===== config.mk =====
export PLATFORM = sky130hd
export DESIGN_NAME = serial_tx_flat
export DESIGN_NICKNAME = d
export VERILOG_FILES = /design/src/rtl/serial_tx_if.sv /design/src/rtl/serial_tx.sv /design/src/flat_wrapper.sv
export SDC_FILE = /design/constraint.sdc
export NUM_CORES = 1
export LEC_CHECK = 0
export ABC_CLOCK_PERIOD_IN_PS = 1400
export CORE_MARGIN = 2
export CORE_UTILIZATION = 35
export CTS_BUF_LIST = sky130_fd_sc_hd__clkbuf_8
export DETAILED_ROUTE_END_ITERATION = 6
export GPL_TIMING_DRIVEN = 0
export PLACE_DENSITY = 0.58
export SLEW_MARGIN = 15
export SYNTH_ARGS = -nofsm -noshare
export SYNTH_HDL_FRONTEND = slang
export SYNTH_SLANG_ARGS = --single-unit

===== constraint.sdc =====
create_clock -name clk -period 1.4 [get_ports clk]
set_input_delay 0.28 -clock clk [delete_from_list [all_inputs] [get_ports clk]]
set_output_delay 0.28 -clock clk [all_outputs]
set_load 0.05 [all_outputs]

===== src/rtl/serial_tx_if.sv =====
// Parallel-word handshake and serial-line bundle for serial_tx.
// A word moves on a posedge when din_valid && din_ready. din_valid is ignored while din_ready is low, and din_ready carries no dependency on din_valid.
interface serial_tx_if #(
    parameter int DATA_W = 8
);
    logic [DATA_W-1:0] din;
    logic              din_valid;
    logic              din_ready;
    logic              tx;
    logic              busy;
    logic [1:0]        state;

    modport master (
        output din, din_valid,
        input  din_ready, tx, busy, state
    );

    modport slave (
        input  din, din_valid,
        output din_ready, tx, busy, state
    );
endinterface


===== src/rtl/serial_tx.sv =====
// Parallel-to-serial transmitter: start bit 0, DATA_W data bits LSB first, stop bit 1,
// with each bit held CLKS_PER_BIT clocks. tx and busy are registered from the next state.
module serial_tx #(
    parameter int DATA_W       = 8,
    parameter int CLKS_PER_BIT = 4
) (
    input logic           clk,
    input logic           rst,
    serial_tx_if.slave    bus
);
    typedef enum logic [1:0] {
        IDLE  = 2'd0,
        START = 2'd1,
        DATA  = 2'd2,
        STOP  = 2'd3
    } state_t;

    localparam int CNT_W = $clog2(CLKS_PER_BIT + 1);
    localparam int BIT_W = $clog2(DATA_W + 1);
    localparam logic [CNT_W-1:0] CNT_LAST = CNT_W'(CLKS_PER_BIT - 1);
    localparam logic [BIT_W-1:0] BIT_LAST = BIT_W'(DATA_W - 1);

    state_t            state, state_nx;
    logic [CNT_W-1:0]  cnt, cnt_nx;
    logic [BIT_W-1:0]  bit_idx, bit_nx;
    logic [DATA_W-1:0] shift, shift_nx;
    logic              tx_q, tx_nx;
    logic              busy_q, busy_nx;
    logic              period_end;

    assign period_end    = (cnt == CNT_LAST);
    assign bus.din_ready = (state == IDLE);
    assign bus.tx        = tx_q;
    assign bus.busy      = busy_q;
    assign bus.state     = state;

    always_ff @(posedge clk) begin
        if (!rst) begin
            state   <= IDLE;
            cnt     <= '0;
            bit_idx <= '0;
            shift   <= '0;
            tx_q    <= 1'b1;
            busy_q  <= 1'b0;
        end else begin
            state   <= state_nx;
            cnt     <= cnt_nx;
            bit_idx <= bit_nx;
            shift   <= shift_nx;
            tx_q    <= tx_nx;
            busy_q  <= busy_nx;
        end
    end

    always_comb begin
        state_nx = state;
        cnt_nx   = cnt;
        bit_nx   = bit_idx;
        shift_nx = shift;
        tx_nx    = 1'b1;
        busy_nx  = 1'b0;

        case (state)
            IDLE: begin
                if (bus.din_valid) begin
                    state_nx = START;
                    cnt_nx   = '0;
                    shift_nx = bus.din;
                end
            end
            START: begin
                if (period_end) begin
                    state_nx = DATA;
                    cnt_nx   = '0;
                    bit_nx   = '0;
                end else begin
                    cnt_nx = cnt + 1'b1;
                end
            end
            DATA: begin
                if (period_end) begin
                    cnt_nx   = '0;
                    shift_nx = shift >> 1;
                    if (bit_idx == BIT_LAST) begin
                        state_nx = STOP;
                        bit_nx   = '0;
                    end else begin
                        bit_nx = bit_idx + 1'b1;
                    end
                end else begin
                    cnt_nx = cnt + 1'b1;
                end
            end
            STOP: begin
                if (period_end) begin
                    state_nx = IDLE;
                    cnt_nx   = '0;
                end else begin
                    cnt_nx = cnt + 1'b1;
                end
            end
            default: state_nx = IDLE;
        endcase

        // Output registers load the value belonging to the state being entered.
        case (state_nx)
            START:   tx_nx = 1'b0;
            DATA:    tx_nx = shift_nx[0];
            default: tx_nx = 1'b1;
        endcase
        busy_nx = (state_nx != IDLE);
    end
endmodule

===== src/flat_wrapper.sv =====
// flat-port wrapper written by rule: the top's interface ports become plain ports
module serial_tx_flat 
#(
    parameter int DATA_W       = 8,
    parameter int CLKS_PER_BIT = 4
)
  (clk, rst, bus_din, bus_din_valid, bus_din_ready, bus_tx, bus_busy, bus_state);
  serial_tx_if #(.DATA_W(DATA_W)) bus_i ();
  input logic clk;
  input logic rst;
  input wire logic [$bits(bus_i.din)-1:0] bus_din;
  input wire logic [$bits(bus_i.din_valid)-1:0] bus_din_valid;
  output wire logic [$bits(bus_i.din_ready)-1:0] bus_din_ready;
  output wire logic [$bits(bus_i.tx)-1:0] bus_tx;
  output wire logic [$bits(bus_i.busy)-1:0] bus_busy;
  output wire logic [$bits(bus_i.state)-1:0] bus_state;
  assign bus_i.din = bus_din;
  assign bus_i.din_valid = bus_din_valid;
  assign bus_din_ready = bus_i.din_ready;
  assign bus_tx = bus_i.tx;
  assign bus_busy = bus_i.busy;
  assign bus_state = bus_i.state;
  serial_tx #(.DATA_W(DATA_W), .CLKS_PER_BIT(CLKS_PER_BIT)) u_core (.clk(clk), .rst(rst), .bus(bus_i));
endmodule

; Yosys cells after proc, flatten, opt, wreduce, memory -nomap -nowiden
; Cells that the tools add are included.
[classes]
add_sub_neg = 2
eq_ne = 10
muxes = 17
reduce_logical = 7
[ops]
columns = op, count
row1 = 8-bit 2-to-1 mux, 2
row2 = 8-bit one-hot mux with 2 select lines, 1
row3 = 4-bit 2-to-1 mux, 3
row4 = 2-bit 2-to-1 mux, 5
row5 = 2-bit one-hot mux with 4 select lines, 1
row6 = 4-bit one-hot mux with 2 select lines, 1
row7 = "2-bit equality test, second input constant", 3
row8 = 3-bit 2-to-1 mux, 2
row9 = 3-bit one-hot mux with 2 select lines, 1
row10 = 3-bit AND reduction, 2
row11 = 2-bit nonzero test, 3
row12 = "4-bit by 1-bit adder with 4-bit output, second input constant", 1
row13 = "2-bit by 1-bit equality test with 1-bit output, second input constant", 2
row14 = "4-bit by 3-bit equality test with 1-bit output, second input constant", 1
row15 = "2-bit by 1-bit != test with 1-bit output, second input constant", 2
row16 = "3-bit by 1-bit adder with 3-bit output, second input constant", 1
row17 = "3-bit by 2-bit equality test with 1-bit output, second input constant", 1
row18 = 3-bit OR reduction, 1
row19 = 2-bit logical NOT, 1
row20 = "2-bit != test, second input constant", 1
row21 = 1-bit one-hot mux with 2 select lines, 1
[word_totals]
reg_bits = 19
in_bits = 11
output_inout_bits = 5
elab_cells = 43

; Longest topological paths before layout
[logic_depth]
ltp_word = 6
ltp_mapped = 6
depth_no_buf = 5

; Least setup slack after synthesis
; Ideal clock, no wire load.
[synth_path]
path_type = register to register
startpoint = register u_core.state[0], in the netlist u_core.bus.state[0]
endpoint = register u_core.cnt[1]
setup_ns = 0.128
t_arrival_ns = 1.904
required_time_ns = 1.272
path_slack_ns = -0.632
stages_incl_launch_ff = 6
path_buffers = 1
synth_period_minus_slack_ns = 2.032
cell_sequence = dfxtp_1 -> buf_2 -> nor2_1 -> nor2_1 -> a32oi_1 -> nor2_1
[synth_between]
word_cells_on_any_way = 7
cone_classes = eq/ne: 4 / mux: 1 / reduce/logical: 2
[synth_rtl]
columns = element, line_no
row1 = from (decl), serial_tx.sv:23  ; state_t state, state_nx;
row2 = from (signal assigned), serial_tx.sv:46  ; state <= state_nx;
row3 = 2-bit logical NOT *, n/a
row4 = via bus_din_ready, flat_wrapper.sv:13  ; output wire logic [$bits(bus_i.din_ready)-1:0] bus_din_ready;
row5 = 3-bit one-hot mux with 2 select lines / 2-bit != test (equally long branches), n/a
row6 = to (signal assigned), serial_tx.sv:47  ; cnt <= cnt_nx;
row7 = to (decl), serial_tx.sv:24  ; logic [CNT_W-1:0] cnt, cnt_nx;
; The timed path passes the listed nets; every way through them passes the cells marked *.
; A chain may end at the register's enable or synchronous reset.

; Worst setup path in the final report
[layout_path]
startpoint = register u_core.state[0], in the netlist u_core.bus.state[0]
endpoint = output bus_din_ready
[layout_between]
elab_chain_len = 1
[layout_rtl]
columns = element, line_no
row1 = 2-bit logical NOT, serial_tx.sv:32  ; assign bus.din_ready = (state == IDLE);
row2 = to (decl), flat_wrapper.sv:13
; Every way passes these cells.

==> impl_metrics.env <==
export IMPL_status="finished with violations"
export IMPL_violations="negative setup slack"
export IMPL_critPathArrivalTime_ps=1190
export IMPL_hold_ws_ps=457
export IMPL_leakagePower_nw=0.450
export IMPL_multi_input_area_sq_um=543
export IMPL_hp_class="reg -> reg"
export IMPL_nets=145
export IMPL_placed_area_sq_um=1080
export IMPL_vdd_drop_max_mv=0.593
export IMPL_clkTransAtPathRegs_ps=70
export IMPL_first_iter_violations=11
export IMPL_drive_gt1_frac=0.290
export IMPL_grt_pass1_wl_mm=3.28
export IMPL_powerDensity_nw_per_um2=924
export IMPL_clk_insertion_delay_late_ps=250
export IMPL_cp_top_family="flip-flops"
export IMPL_antenna_left=0
export IMPL_cts_sinks=19
export IMPL_power_switching_mw=0.317
export IMPL_die_h_um=54.2
export IMPL_gr_total_overflow=0
export IMPL_p_comb_frac=0.181
export IMPL_row_count=18
export IMPL_design_area_sq_um=1270
export IMPL_syn_avg_cell_area_sq_um=8.48
export IMPL_dp_hpwl_mm=1.42
export IMPL_pwr_share_seq=0.497
export IMPL_num_fill_cells=237
export IMPL_viasPerCell=5.34
export IMPL_crit_required_ps=1120
export IMPL_cts_buffer_depth=2
export IMPL_ys_flop_type="dfxtp_1"
export IMPL_critPathKind="reg -> out"
export IMPL_start_util=0.363
export IMPL_drt_wl_total_mm=2.18
export IMPL_final_util=0.522
export IMPL_die_w_um=54.2
export IMPL_total_power_mw=1.17
export IMPL_firstDrtPassIters=4
export IMPL_synthToLayoutAreaGrowth_pct=44.0
export IMPL_io_pins=16
export IMPL_design_core_area_sq_um=2430
export IMPL_cpPeakStageDelay_ps=460
export IMPL_die_area_sq_um=2940
export IMPL_vias=860
export IMPL_crit_path_start_kind="register"
export IMPL_num_antenna_cells=0
export IMPL_slew_headroom=0.678
export IMPL_io_buffers=15
export IMPL_layout_setup_ws_ps=-70.0
export IMPL_ys_top_cells_by_count="dfxtp_1 (19), a21oi_1 (13), nand2_1 (12)"
export IMPL_yosysMostFrequentCell="dfxtp_1"
export IMPL_worstMarginPinSlew_ps=485
export IMPL_ys_async_sr_fraction=0
export IMPL_ys_seq_area_frac=0.431
export IMPL_maxSlewViolCount=0
export IMPL_crit_slowest_cell="dfxtp_2"
export IMPL_h_tree_depth=1
export IMPL_ys_ff_latch=19
export IMPL_hold_buffers=0
export IMPL_syn_num_nets=117
export IMPL_clkPwrFrac=0.322
export IMPL_internal_power_mw=0.857
export IMPL_cts_tree="done"
export IMPL_path_buf_inv=2
export IMPL_maxCapViolCount=0
export IMPL_regArea_sq_um=392
export IMPL_critical_path_endpoint_type="primary output"
export IMPL_setup_violations=3
export IMPL_syn_inst=104
export IMPL_synth_top_area_frac=0.431
export IMPL_rsz0062_at_grt="true"
export IMPL_root_buffer="clkbuf_8"
export IMPL_period_needed_ps=1470
export IMPL_synthTopCellsByArea="dfxtp_1 (43%), a21oi_1 (7.4%), a22oi_1 (6.8%)"
export IMPL_clock_skew_ps=1.20
export IMPL_yosysTopAreaCell="dfxtp_1"
export IMPL_ys_types=32
export IMPL_ys_warn_count=0
export IMPL_fmax_mhz=680
export IMPL_switching_share=0.270
export IMPL_synthesis_area_sq_um=882
export IMPL_period_share=1.05
export IMPL_post_drt_wl_per_cell_um=13.5
export IMPL_numCtsBuffers=3
export IMPL_drc=0
export IMPL_grt_pass1_vias=771
export IMPL_antenna_found_initial=0
export IMPL_gp_congestion=0.737
export IMPL_synth_edff_count=0
export IMPL_path_max_fanout=10
export IMPL_finalHoldViolations=0
export IMPL_grt_max_degree=11
export IMPL_crit_path_cell_trace="clkbuf_4, nor2_4, buf_6"
export IMPL_grt_total_usage=0.159
sequential cells by signal, indices dropped and copies added, names as in the netlist:
name and count:
u_core.bit_idx 4, u_core.bus.state 2, u_core.shift 8, u_core.bus.busy 1
u_core.cnt 3, u_core.bus.tx 1
what timing repair did:
action	CTS	global route
gates resized for setup	20	23
endpoints found under the setup margin	20	20
setup buffers	2	7
pin swaps	0	4
metrics by stage:
step / cells / setup slack [ps] / TNS [ps]
2_1_floorplan: 104 / 6.09 / 0
3_3_place_gp: 149 / -413 / -5220
3_5_place_dp: 149 / -426 / -5370
4_1_cts: 155 / -127 / -807
5_1_grt: 161 / -147 / -618
6_report: 161 / -70.0 / -154
cells in the final DEF, fill, tap and decap left out, types with 2 or more instances in the layout:
cell	n
o21ai_0	4
and2_1	2
nand2_1	12
clkbuf_8	3
dfxtp_1	14
clkbuf_2	2
nor3_1	3
inv_1	3
dlygate4sd2_1	2
clkdlybuf4s50_1	10
dfxtp_2	3
buf_6	2
a21oi_1	13
a21o_1	2
dfxtp_4	2
nor2_1	9
nand3_1	3
a22oi_1	7
nor2_4	2
buf_4	10
worst min-delay path: stages, from the launching register on:
cell	delay (ps)
dfxtp_1	310
nand2_1	50
a21oi_1	50
routing by layer:
metal / global-route usage / up-vias / share of wire / wire [um]
li1: - / 432 / - / -
met2: 0.257 / 15 / 0.49 / 1060
met3: 0.0417 / 4 / 0.039 / 84
met4: 0.0792 / 0 / 0.011 / 25
met1: 0.194 / 409 / 0.46 / 1000
met5: 0 / - / 0 / 0
power by group through the flow:
| stage | Combinational, mW | Sequential (mW) | Clock, mW |
|---|---|---|---|
| final | 0.212 | 0.584 | 0.378 |
| after global routing | 0.229 | 0.586 | 0.420 |
| after CTS | 0.182 | 0.580 | 0.386 |
| after detailed placement | 0.182 | 0.591 | 0 |
| after global placement | 0.179 | 0.591 | 0 |
| after floorplan | 0.0879 | 0.614 | 0 |
cell type report:
cell class,instances,area share
repair buffers,24,0.163
plain buffers,4,0.0246
clock buffers,3,0.0325
flip-flops and latches,19,0.308
inverters,3,0.0118
multi-input cells,77,0.428
clock inverters,1,0.00296
well taps,30,0.0296
path summary, 6_finish.rpt:
check	start	end	slack, ps	cells past startpoint
hold reg to reg	u_core.shift[6]$_SDFFE_PN0P_	u_core.shift[6]$_SDFFE_PN0P_	460	2
setup reg to reg	u_core.cnt[0]$_SDFFE_PN0P_	u_core.bus.tx$_SDFF_PN1_	-60	6
setup / recovery	u_core.bus.state[0]$_SDFF_PN0_	bus_din_ready	-70	3
hold / removal	u_core.shift[6]$_SDFFE_PN0P_	u_core.shift[6]$_SDFFE_PN0P_	460	2
logic make-up after synthesis:
family | after synthesis | share of synthesized area
xor+xnor | 1 | 0.00993
flops | 19 | 0.431
mux | 1 | 0.0128
simple gates | 40 | 0.230
buf+inv | 8 | 0.0397
fa+ha+maj | 2 | 0.0284
compound gates | 33 | 0.248
No activity file was read; power rests on OpenSTA's default activity.
